## config.mk

```make
export PLATFORM = sky130hd
export DESIGN_NAME = vga_sdram_arbiter
export DESIGN_NICKNAME = d
export VERILOG_FILES = /design/src/rtl/vga_sdram_pkg.sv /design/src/rtl/vga_arbiter_matching_queue.sv /design/src/rtl/vga_sdram_arbiter.sv
export SDC_FILE = /design/constraint.sdc
export NUM_CORES = 1
export LEC_CHECK = 0
export ABC_CLOCK_PERIOD_IN_PS = 2700
export CAP_MARGIN = 20
export CELL_PAD_IN_SITES_DETAIL_PLACEMENT = 0
export CELL_PAD_IN_SITES_GLOBAL_PLACEMENT = 2
export CORE_MARGIN = 3
export CORE_UTILIZATION = 25
export CTS_BUF_LIST = sky130_fd_sc_hd__clkbuf_16
export DETAILED_ROUTE_END_ITERATION = 8
export HOLD_SLACK_MARGIN = 0.05
export PLACE_DENSITY = 0.87
export SYNTH_ARGS = -nofsm -noshare
export SYNTH_HDL_FRONTEND = slang
export SYNTH_SLANG_ARGS = --single-unit
```

## constraint.sdc

```tcl
create_clock -name iCLOCK -period 2.7 [get_ports iCLOCK]
set_input_delay 0.405 -clock iCLOCK [delete_from_list [all_inputs] [get_ports iCLOCK]]
set_output_delay 0.405 -clock iCLOCK [all_outputs]
set_load 0.05 [all_outputs]
```

## src/rtl/vga_sdram_pkg.sv

```systemverilog
// Shared constants for the VGA/BUS SDRAM arbiter: queue owner flags and memory command widths.
package vga_sdram_pkg;
    localparam logic FLAG_VGA   = 1'b0;
    localparam logic FLAG_BUS   = 1'b1;
    localparam int   MEM_ADDR_W = 32;
    localparam int   MEM_DATA_W = 32;
    localparam int   MEM_MASK_W = 4;
endpackage

```

## src/rtl/vga_arbiter_matching_queue.sv

```systemverilog
// In-order owner-flag FIFO; push and pop in the same cycle leave occupancy unchanged.
// Full/empty are judged on the registered count; pushes while full and pops while empty are dropped.
module vga_arbiter_matching_queue #(
    parameter int D  = 8,
    parameter int DN = 3,
    parameter int FN = 1
) (
    input  logic          iCLOCK,
    input  logic          inRESET,
    input  logic          iRESET_SYNC,
    input  logic          iFLASH,
    input  logic          iWR_REQ,
    input  logic [FN-1:0] iWR_FLAG,
    output logic          oWR_FULL,
    input  logic          iRD_REQ,
    output logic [FN-1:0] oRD_FLAG,
    output logic          oRD_EMPTY
);
    logic [FN-1:0] mem_q [D];
    logic [DN-1:0] wr_ptr_q, wr_ptr_d, rd_ptr_q, rd_ptr_d;
    logic [DN:0]   count_q, count_d;
    logic          push, pop;

    assign oWR_FULL  = (count_q == (DN+1)'(D));
    assign oRD_EMPTY = (count_q == '0);
    assign oRD_FLAG  = mem_q[rd_ptr_q];
    assign push      = iWR_REQ && !oWR_FULL;
    assign pop       = iRD_REQ && !oRD_EMPTY;

    always_comb begin
        wr_ptr_d = wr_ptr_q;
        rd_ptr_d = rd_ptr_q;
        count_d  = count_q + (DN+1)'(push) - (DN+1)'(pop);
        if (push) wr_ptr_d = wr_ptr_q + DN'(1);
        if (pop)  rd_ptr_d = rd_ptr_q + DN'(1);
        if (iRESET_SYNC || iFLASH) begin
            wr_ptr_d = '0;
            rd_ptr_d = '0;
            count_d  = '0;
        end
    end

    always_ff @(posedge iCLOCK or negedge inRESET) begin
        if (!inRESET) begin
            wr_ptr_q <= '0;
            rd_ptr_q <= '0;
            count_q  <= '0;
        end else begin
            wr_ptr_q <= wr_ptr_d;
            rd_ptr_q <= rd_ptr_d;
            count_q  <= count_d;
        end
    end

    // Flag storage needs no reset: entries are only read while counted.
    always_ff @(posedge iCLOCK) begin
        if (push) mem_q[wr_ptr_q] <= iWR_FLAG;
    end
endmodule

```

## src/rtl/vga_sdram_arbiter.sv

```systemverilog
// Arbitrates VGA reads and BUS reads/writes onto one registered SDRAM command port and
// steers in-order read returns back to their owner, dropping VGA words made stale by a flush.
module vga_sdram_arbiter
    import vga_sdram_pkg::*;
#(
    parameter int QD             = 8,
    parameter int QDN            = 3,
    parameter int VGA_STREAK_MAX = 4
) (
    input  logic                  iCLOCK,
    input  logic                  inRESET,
    input  logic                  iRESET_SYNC,
    input  logic                  iVGA_REQ,
    input  logic [MEM_ADDR_W-1:0] iVGA_ADDR,
    output logic                  oVGA_LOCK,
    input  logic                  iVGA_FLUSH,
    output logic                  oVGA_VALID,
    output logic [MEM_DATA_W-1:0] oVGA_DATA,
    input  logic                  iBUS_REQ,
    input  logic                  iBUS_RW,
    input  logic [MEM_ADDR_W-1:0] iBUS_ADDR,
    input  logic [MEM_DATA_W-1:0] iBUS_DATA,
    input  logic [MEM_MASK_W-1:0] iBUS_MASK,
    output logic                  oBUS_LOCK,
    output logic                  oBUS_VALID,
    output logic [MEM_DATA_W-1:0] oBUS_DATA,
    output logic                  oMEM_REQ,
    input  logic                  iMEM_LOCK,
    output logic                  oMEM_RW,
    output logic [MEM_ADDR_W-1:0] oMEM_ADDR,
    output logic [MEM_DATA_W-1:0] oMEM_DATA,
    output logic [MEM_MASK_W-1:0] oMEM_MASK,
    input  logic                  iMEM_VALID,
    input  logic [MEM_DATA_W-1:0] iMEM_DATA
);
    logic                  mem_req_q, mem_req_d, mem_rw_q, mem_rw_d;
    logic [MEM_ADDR_W-1:0] mem_addr_q, mem_addr_d;
    logic [MEM_DATA_W-1:0] mem_data_q, mem_data_d;
    logic [MEM_MASK_W-1:0] mem_mask_q, mem_mask_d;
    logic [3:0]            streak_q, streak_d;
    logic [QDN:0]          vga_out_q, vga_out_d, discard_q, discard_d;
    logic                  vga_valid_q, vga_valid_d, bus_valid_q, bus_valid_d;
    logic [MEM_DATA_W-1:0] vga_data_q, vga_data_d, bus_data_q, bus_data_d;

    logic q_full, q_empty, head_flag;
    logic slot_free, vga_ok, bus_ok, gnt_vga, gnt_bus;
    logic push, push_vga, pop, pop_vga, pop_bus;

    assign slot_free = !mem_req_q || !iMEM_LOCK;
    assign vga_ok    = iVGA_REQ && slot_free && !q_full && !iRESET_SYNC;
    assign bus_ok    = iBUS_REQ && slot_free && (iBUS_RW || !q_full) && !iRESET_SYNC;
    // VGA has priority until it has starved a waiting BUS for VGA_STREAK_MAX grants.
    assign gnt_vga   = vga_ok && !(bus_ok && (streak_q == 4'(VGA_STREAK_MAX)));
    assign gnt_bus   = bus_ok && !gnt_vga;
    assign oVGA_LOCK = !gnt_vga;
    assign oBUS_LOCK = !gnt_bus;

    assign push_vga = gnt_vga;
    assign push     = gnt_vga || (gnt_bus && !iBUS_RW);
    assign pop      = iMEM_VALID && !q_empty;
    assign pop_vga  = pop && (head_flag == FLAG_VGA);
    assign pop_bus  = pop && (head_flag == FLAG_BUS);

    vga_arbiter_matching_queue #(.D(QD), .DN(QDN), .FN(1)) u_queue (
        .iCLOCK      (iCLOCK),
        .inRESET     (inRESET),
        .iRESET_SYNC (iRESET_SYNC),
        .iFLASH      (1'b0),
        .iWR_REQ     (push),
        .iWR_FLAG    (gnt_bus ? FLAG_BUS : FLAG_VGA),
        .oWR_FULL    (q_full),
        .iRD_REQ     (iMEM_VALID),
        .oRD_FLAG    (head_flag),
        .oRD_EMPTY   (q_empty)
    );

    always_comb begin
        mem_req_d   = mem_req_q;
        mem_rw_d    = mem_rw_q;
        mem_addr_d  = mem_addr_q;
        mem_data_d  = mem_data_q;
        mem_mask_d  = mem_mask_q;
        streak_d    = streak_q;
        vga_out_d   = vga_out_q + (QDN+1)'(push_vga) - (QDN+1)'(pop_vga);
        discard_d   = discard_q;
        vga_valid_d = 1'b0;
        vga_data_d  = vga_data_q;
        bus_valid_d = 1'b0;
        bus_data_d  = bus_data_q;

        if (gnt_vga) begin
            mem_req_d  = 1'b1;
            mem_rw_d   = 1'b0;
            mem_addr_d = iVGA_ADDR;
            mem_data_d = '0;
            mem_mask_d = '0;
        end else if (gnt_bus) begin
            mem_req_d  = 1'b1;
            mem_rw_d   = iBUS_RW;
            mem_addr_d = iBUS_ADDR;
            mem_data_d = iBUS_DATA;
            mem_mask_d = iBUS_MASK;
        end else if (slot_free) begin
            mem_req_d  = 1'b0;
        end

        if (gnt_bus || !iBUS_REQ)             streak_d = '0;
        else if (gnt_vga && streak_q != 4'hF) streak_d = streak_q + 4'd1;

        // A flush condemns every VGA read already issued, except one returning right now.
        if (iVGA_FLUSH)                        discard_d = vga_out_q - (QDN+1)'(pop_vga);
        else if (pop_vga && discard_q != '0)   discard_d = discard_q - (QDN+1)'(1);

        if (pop_bus) begin
            bus_valid_d = 1'b1;
            bus_data_d  = iMEM_DATA;
        end
        if (pop_vga && discard_q == '0 && !iVGA_FLUSH) begin
            vga_valid_d = 1'b1;
            vga_data_d  = iMEM_DATA;
        end

        if (iRESET_SYNC) begin
            mem_req_d   = 1'b0;
            mem_rw_d    = 1'b0;
            mem_addr_d  = '0;
            mem_data_d  = '0;
            mem_mask_d  = '0;
            streak_d    = '0;
            vga_out_d   = '0;
            discard_d   = '0;
            vga_valid_d = 1'b0;
            vga_data_d  = '0;
            bus_valid_d = 1'b0;
            bus_data_d  = '0;
        end
    end

    always_ff @(posedge iCLOCK or negedge inRESET) begin
        if (!inRESET) begin
            mem_req_q   <= 1'b0;
            mem_rw_q    <= 1'b0;
            mem_addr_q  <= '0;
            mem_data_q  <= '0;
            mem_mask_q  <= '0;
            streak_q    <= '0;
            vga_out_q   <= '0;
            discard_q   <= '0;
            vga_valid_q <= 1'b0;
            vga_data_q  <= '0;
            bus_valid_q <= 1'b0;
            bus_data_q  <= '0;
        end else begin
            mem_req_q   <= mem_req_d;
            mem_rw_q    <= mem_rw_d;
            mem_addr_q  <= mem_addr_d;
            mem_data_q  <= mem_data_d;
            mem_mask_q  <= mem_mask_d;
            streak_q    <= streak_d;
            vga_out_q   <= vga_out_d;
            discard_q   <= discard_d;
            vga_valid_q <= vga_valid_d;
            vga_data_q  <= vga_data_d;
            bus_valid_q <= bus_valid_d;
            bus_data_q  <= bus_data_d;
        end
    end

    assign oMEM_REQ   = mem_req_q;
    assign oMEM_RW    = mem_rw_q;
    assign oMEM_ADDR  = mem_addr_q;
    assign oMEM_DATA  = mem_data_q;
    assign oMEM_MASK  = mem_mask_q;
    assign oVGA_VALID = vga_valid_q;
    assign oVGA_DATA  = vga_data_q;
    assign oBUS_VALID = bus_valid_q;
    assign oBUS_DATA  = bus_data_q;
endmodule

```

Word level (Yosys, flattened, before mapping):

Memory sizes are Yosys's and may differ from the RTL's.
Index checks and enable logic that the tools add are counted.

* bits in writable memories: 8
* memories: 1
* input bits: 141
* flip-flop bits (word level): 158
* output and inout bits: 138

* bitwise logic cells: 1
* equality and inequality tests: 3
* mux-type cells: 39
* $add $sub $neg: 9
* reduce and logical (&&, ||, !) cells: 44

Memory list
* u_queue.mem_q: words 8, width 1, rd ports 1, clocked after Yosys merged registers in 0, wr ports 1, RTL line vga_arbiter_matching_queue.sv:19 `logic [FN-1:0] mem_q [D];`

Operators by type and width (count)
* $mux W32: 10
* $mux W4: 11
* $logic_and A1 B1 Y1: 18
* $mux W1: 14
* $mux W3: 4
* $sub A4 B1 Y4: 3
* $logic_not A1 Y1: 11
* $reduce_bool A3 Y1: 3
* $add A4 B1 Y4: 2
* $logic_not A4 Y1: 2
* $reduce_bool A2 Y1: 4
* $reduce_bool A4 Y1: 2
* $add A3 B1 Y3 const B: 2
* $add A4 B1 Y4 const B: 1
* $eq A4 B3 Y1 const B: 1
* $eq A4 B4 Y1 const B: 1
* $logic_or A1 B1 Y1: 4
* $ne A4 B4 Y1 const B: 1
* $sub A4 B1 Y4 const B: 1
* $not A1 Y1: 1

Depth between registers and ports, before layout:

* word-level depth: 16
* mapped depth: 13

Cells and area by module:

Synthesis repeated with hierarchy kept, for this count alone.

* cells, all modules: 577
* area, all modules: 7267.0 um2

Modules (own cells, without submodules)
* vga_sdram_arbiter: area each 6283.5 um2, sequential area each 3703.6 um2, instances 1, cells each 489
* vga_arbiter_matching_queue: area each 983.4 um2, sequential area each 490.5 um2, instances 1, cells each 88

Least setup slack after synthesis:

OpenSTA, ideal clock, no wires.

* path kind: reg2reg
* start point: register u_queue.count_q[2]
* end point: register vga_out_q[3]
* buffers on the path: 2
* data arrival time: 2790 ps
* slack: -168 ps
* stages on the path, launching flop included: 14
* clock period less this slack: 2868 ps
* cell sequence: dfrtp_1 inv_1 ha_1 or3b_2 nand4_1 buf_2 buf_4 ha_1 inv_1 ha_1 a21oi_1 nor2_1 or3_1 a21oi_1

* cells in the longest elaborated chain, start to end: 11
* elaborated cells between the ends (all ways): 17
* classes of those cells: 2 x add/sub; 1 x eq/ne; 1 x mux; 13 x reduce/logical

Ends and longest elaborated chain
* start, declared: RTL line vga_arbiter_matching_queue.sv:21 `logic [DN:0] count_q, count_d;`
* start signal, assigned: RTL line vga_arbiter_matching_queue.sv:51 `count_q <= count_d;`
* $eq A4 B4 Y1: RTL line vga_arbiter_matching_queue.sv:24 `assign oWR_FULL = (count_q == (DN+1)'(D));`
* $logic_not A1 Y1: RTL line vga_sdram_arbiter.sv:50, vga_sdram_arbiter.sv:51
* $logic_or A1 B1 Y1: RTL line vga_sdram_arbiter.sv:51 `assign bus_ok = iBUS_REQ && slot_free && (iBUS_RW || !q_full) && !iRESET_SYNC;`
* $logic_and A1 B1 Y1 (2 in a row): RTL line vga_sdram_arbiter.sv:51
* $logic_and A1 B1 Y1: RTL line vga_sdram_arbiter.sv:53 `assign gnt_vga = vga_ok && !(bus_ok && (streak_q == 4'(VGA_STREAK_MAX)));`
* $logic_not A1 Y1: RTL line vga_sdram_arbiter.sv:53
* $logic_and A1 B1 Y1: RTL line vga_sdram_arbiter.sv:53
* $add A4 B1 Y4: RTL line vga_sdram_arbiter.sv:84 `vga_out_d = vga_out_q + (QDN+1)'(push_vga) - (QDN+1)'(pop_vga);`
* $sub A4 B1 Y4 (*): RTL line vga_sdram_arbiter.sv:84
* $mux W4 (*): RTL line vga_sdram_arbiter.sv:123 `if (iRESET_SYNC) begin`
* net vga_out_d[3]: RTL line vga_sdram_arbiter.sv:41 `logic [QDN:0] vga_out_q, vga_out_d, discard_q, discard_d;`
* end signal, assigned: RTL line vga_sdram_arbiter.sv:160 `vga_out_q <= vga_out_d;`
* end, declared: RTL line vga_sdram_arbiter.sv:41

The timed path passes the listed nets; every way through them passes the cells marked *.
A chain may end at the register's enable or synchronous reset.

Worst setup path in the final report:

* start point: register u_queue.count_q[2]
* end point: output oVGA_LOCK

* cells in the longest elaborated chain, start to end: 9
* elaborated cells between the ends (all ways): 11
* classes of those cells: 1 x eq/ne; 10 x reduce/logical

Ends and longest elaborated chain
* $eq A4 B4 Y1 (*): RTL line vga_arbiter_matching_queue.sv:24
* $logic_not A1 Y1 (*): RTL line vga_sdram_arbiter.sv:50, vga_sdram_arbiter.sv:51
* $logic_or A1 B1 Y1: RTL line vga_sdram_arbiter.sv:51
* $logic_and A1 B1 Y1 (2 in a row): RTL line vga_sdram_arbiter.sv:51
* $logic_and A1 B1 Y1: RTL line vga_sdram_arbiter.sv:53
* $logic_not A1 Y1: RTL line vga_sdram_arbiter.sv:53
* $logic_and A1 B1 Y1 (*): RTL line vga_sdram_arbiter.sv:53
* $logic_not A1 Y1 (*): RTL line vga_sdram_arbiter.sv:55 `assign oVGA_LOCK = !gnt_vga;`
* end, declared: RTL line vga_sdram_arbiter.sv:15 `output logic oVGA_LOCK,`

Every way passes the cells marked *; elsewhere a longest branch is shown, timed or not.

==> tab_implementation.tex <==
\begin{tabular}{lr}
\hline
Metric & Value \\
\hline
\multicolumn{2}{l}{\textbf{Global route}} \\
\quad Met1 routing resource usage after global routing & 0.180 \\
\quad Total congestion overflow & 0 \\
\quad Met3 demand-to-capacity share in global routing & 0.0561 \\
\quad Maximum number of pins on one net before global-route repair & 70 \\
\quad Busiest metal layer after global routing & met2 \\
\quad Global-route wire length before repair & 32300 um \\
\quad Antenna violations before repair & 1 \\
\quad Met2 layer usage reported by global route & 0.198 \\
\quad Total routing resource utilization after global routing & 0.133 \\
\quad Vias in the first global route & 5617 \\
\multicolumn{2}{l}{\textbf{Timing}} \\
\quad Hold Violations, Final & 0 \\
\quad Slew at the pin closest to its max-slew limit & 684 ps \\
\quad Final count of negative-setup-slack endpoints & 0 \\
\quad Min Tclk post-route & 2540 ps \\
\quad Final Worst Setup Slack & 158 ps \\
\quad Slew Limit Headroom & 0.544 \\
\quad Worst setup skew after layout & 14.1 ps \\
\quad Max Transition Viols Final & 0 \\
\quad Final period utilization & 0.942 \\
\quad Fmax & 393 MHz \\
\multicolumn{2}{l}{\textbf{Routing}} \\
\quad Total wire length after detailed routing & 20600 um \\
\quad Number of vias after detailed routing & 5567 \\
\quad Detail-routed via count per cell & 4.43 \\
\quad Drt first pass iters & 4 \\
\quad Routed wire length per instance & 16.4 um \\
\quad Post-route DRC & 0 \\
\quad Iter 0 DRT Violations & 279 \\
\quad Remaining antenna violation count & 0 \\
\multicolumn{2}{l}{\textbf{Critical path}} \\
\quad Crit path launch type & register \\
\quad Worst path top cell family by delay & simple AND/OR/NAND/NOR gates \\
\quad Worst path buffer plus inverter count & 3 \\
\quad Worst reg2reg path endpoint & vga\_out\_q[3] \\
\quad Kind of end point of the critical path & output pin \\
\quad Arrival time at the worst endpoint & 2140 ps \\
\quad Largest incremental delay on the critical path & 420 ps \\
\quad List of cells traversed by the critical path & inv\_1 -> ha\_1 -> or3b\_4 -> nand4\_1 -> buf\_12 -> buf\_4 \\
\quad Classification of the worst setup path & register to output pin \\
\quad R2r worst-path depth & 12 \\
\quad Master of the slowest instance on the critical path & sky130\_fd\_sc\_hd\_\_or3b\_4 \\
\quad Highest net fanout along the worst path & 17 \\
\quad CP required & 2300 ps \\
\quad Worst reg-to-reg setup slack & 190 ps \\
\quad Critical register-to-register path startpoint & u\_queue.count\_q[2] \\
\multicolumn{2}{l}{\textbf{Synthesis}} \\
\quad Library cell with the largest summed area after synthesis & sky130\_fd\_sc\_hd\_\_dfrtp\_1 \\
\quad Post-synth ARST share & 0.952 \\
\quad Xor-xnor portion of the synthesized cell area & 0.0123 \\
\quad Synthesis-stage register bit count & 166 \\
\quad Top-area cell type share of the netlist area & 0.553 \\
\quad Multiplexer share of the synthesized area & 0.0995 \\
\quad Number of synthesized flops with an enable pin & 8 \\
\quad Top cells by area, synth & sky130\_fd\_sc\_hd\_\_dfrtp\_1 (55\%), sky130\_fd\_sc\_hd\_\_mux2i\_1 (9.9\%), sky130\_fd\_sc\_hd\_\_a22o\_1 (8.5\%), sky130\_fd\_sc\_hd\_\_edfxtp\_1 (3.4\%), sky130\_fd\_sc\_hd\_\_ha\_1 (3.3\%) \\
\quad Cells after synthesis & 589 \\
\quad Register area share after synthesis & 0.587 \\
\quad Net count of the mapped netlist & 751 \\
\quad Synthesized-area fraction occupied by adder cells & 0.0389 \\
\quad Combinational family with the most area after synthesis & compound AO/OA/AOI/OAI gates \\
\quad Simple-gate area share of the yosys netlist & 0.0856 \\
\quad Top\_reg\_cell synth & sky130\_fd\_sc\_hd\_\_dfrtp\_1 \\
\quad Count of distinct cell types in the synthesized netlist & 46 \\
\quad Yosys Warn Count & 0 \\
\quad Share of the synthesized area in compound gates (AO/OA/AOI/OAI) & 0.140 \\
\quad Mapped Avg Cell Area & 12.1 um2 \\
\quad Post-synthesis instance area & 0.00714 mm2 \\
\multicolumn{2}{l}{\textbf{Die}} \\
\quad Die Span Y & 175 um \\
\quad Floorplan die width & 175 um \\
\quad Effective utilization at floorplan & 0.255 \\
\quad Core area & 0.0280 mm2 \\
\quad Site row count & 61 \\
\quad Die ar. & 0.0306 mm2 \\
\quad IO Pins & 279 \\
\multicolumn{2}{l}{\textbf{Cells and area}} \\
\quad Final core utilization & 0.394 \\
\quad Area delta synth->final & 54.4\% \\
\quad Layout cells sized above 1 & 0.0717 \\
\quad Final antenna diode count & 0 \\
\quad Top library cells by usage in the layout, fill and taps aside & sky130\_fd\_sc\_hd\_\_clkdlybuf4s50\_1 (274), sky130\_fd\_sc\_hd\_\_dfrtp\_1 (157), sky130\_fd\_sc\_hd\_\_mux2i\_1 (71) \\
\quad Number of fill cells in the layout & 2757 \\
\quad Most common cell after layout, fill and taps aside & sky130\_fd\_sc\_hd\_\_clkdlybuf4s50\_1 \\
\quad Final Net Count & 1028 \\
\multicolumn{2}{l}{\textbf{CTS}} \\
\quad Clock insertion delay at the later pin of the skew report & 430 ps \\
\quad CTS Root Buffer Type & sky130\_fd\_sc\_hd\_\_clkbuf\_16 \\
\quad Clock Path Buffers & 2 \\
\quad Clock net sink count & 166 \\
\quad Num CTS Buffers & 17 \\
\quad CTS tree & yes \\
\quad Clock-pin slew of the registers on the worst-case setup and hold paths & 80 ps \\
\quad Maximum level of the CTS H-tree & 4 \\
\multicolumn{2}{l}{\textbf{Power and ir drop}} \\
\quad Static leakage & 4.82 nW \\
\quad Worst voltage drop across the vdd grid & 0.458 mV \\
\quad Power density cells & 778 mW/mm2 \\
\multicolumn{2}{l}{\textbf{Place}} \\
\quad Weighted congestion reported at the end of routability-driven placement & 0.727 \\
\quad HPWL reported at the end of detailed placement & 14100 um \\
\quad IO buf count & 278 \\
\quad Place WS & 133 ps \\
\multicolumn{2}{l}{\textbf{Outcome}} \\
\quad Result of the run & finished, final reports clean \\
\multicolumn{2}{l}{\textbf{Run}} \\
\quad \# Max-Cap Violations & 0 \\
\multicolumn{2}{l}{\textbf{Hold path}} \\
\quad Path type of the worst min-delay path & input pin to asynchronous set/reset pin \\
\hline
\end{tabular}
==> synthesized netlist by cell type (4+ instances only) <==
master and count:
sky130_fd_sc_hd__inv_1 20, sky130_fd_sc_hd__a21oi_1 12, sky130_fd_sc_hd__xnor2_1 5, sky130_fd_sc_hd__dfrtp_1 158, sky130_fd_sc_hd__mux2i_1 71, sky130_fd_sc_hd__nand2_1 43, sky130_fd_sc_hd__xor2_1 5, sky130_fd_sc_hd__buf_1 4
sky130_fd_sc_hd__clkbuf_1 16, sky130_fd_sc_hd__nor2b_1 9, sky130_fd_sc_hd__buf_2 9, sky130_fd_sc_hd__a22o_1 69, sky130_fd_sc_hd__edfxtp_1 8, sky130_fd_sc_hd__o21ai_0 37, sky130_fd_sc_hd__nor3b_1 4, sky130_fd_sc_hd__buf_6 4
sky130_fd_sc_hd__ha_1 19, sky130_fd_sc_hd__nor2_1 50
==> sequential cells by signal, indices dropped and copies added, names as in the netlist, 8 cells and up <==
register	cells
oBUS_DATA	32
oVGA_DATA	32
oMEM_DATA	32
u_queue.mem_q	8
oMEM_ADDR	32
==> cell families (layout without fill, tap and decap cells) <==
kind of cell,after synthesis,in the layout
multiplexers,71,71
buffers and inverters,56,346
flip-flops,166,166
adder cells (fa/ha/maj),21,21
XOR/XNOR,10,10
AO/OA/AOI/OAI,133,133
AND/OR/NAND/NOR,132,132
==> how the worst max path moves through the flow <==
stage	from	end	slack, ps	cells after the start
2_1_floorplan	u_queue.count_q[2]	vga_out_q[3]	20	13
3_3_place_gp	iMEM_LOCK	vga_out_q[3]	160	10
3_5_place_dp	u_queue.count_q[2]	vga_out_q[3]	130	12
4_1_cts	u_queue.count_q[2]	oVGA_LOCK	20	6
5_1_grt	u_queue.count_q[2]	vga_out_q[3]	-10	12
6_report	u_queue.count_q[2]	oVGA_LOCK	160	6
==> cell type report <==
type                       instances  area [um2]  share of cell area
clock buffer                      17         425              0.0386
clock inverter                    15         150              0.0136
inverter                          20        75.1             0.00681
multi-input combinational        367        2710               0.246
sequential                       166        4200               0.380
tap                              378         473              0.0429
timing repair buffer             294        3000               0.272
==> worst reg2reg max path: cells and delay by family (launching register included) <==
family | cells | cell delay [ps]
and+or+nand+nor | 5 | 1050
AOI/OAI and AO/OA | 2 | 270
buffers and inverters | 2 | 130
DFF | 1 | 360
adders and majority gates | 3 | 610
==> routing by layer <==
metal  wire (um)  share of wire
met1        9500           0.46
met2        8770           0.43
met3        2060           0.10
met4         212          0.010
met5           7        0.00034
==> repair_timing <==
action                                 4_1_cts  5_1_grt
pin swaps                                    0        1
endpoints found under the hold margin       40        0
hold buffers                                 1        0
setup endpoints to repair                    1        5
setup buffers                                1        0
resized for setup                            3        4
cloned                                       1        0
==> per-stage QoR <==
step | area [um2] | total power [mW] | instances | hold slack (ps) | setup TNS (ps)
after detailed placement | 10400 | 6.16 | 1222 | 358 | 0
after CTS | 11000 | 8.70 | 1257 | 470 | 0
after floorplan | 7160 | 5.04 | 589 | 109 | 0
final | 11000 | 8.58 | 1257 | 477 | 0
after global routing | 11000 | 9.05 | 1257 | 488 | -11.6
after global placement | 10400 | 6.15 | 1222 | 357 | 0
==> where the power goes <==
part	internal (mW)	switching, mW
clock network	1.24	1.20
registers	2.83	0.220
logic	1.23	1.85
Note: power is estimated with default switching activity, not from simulation.
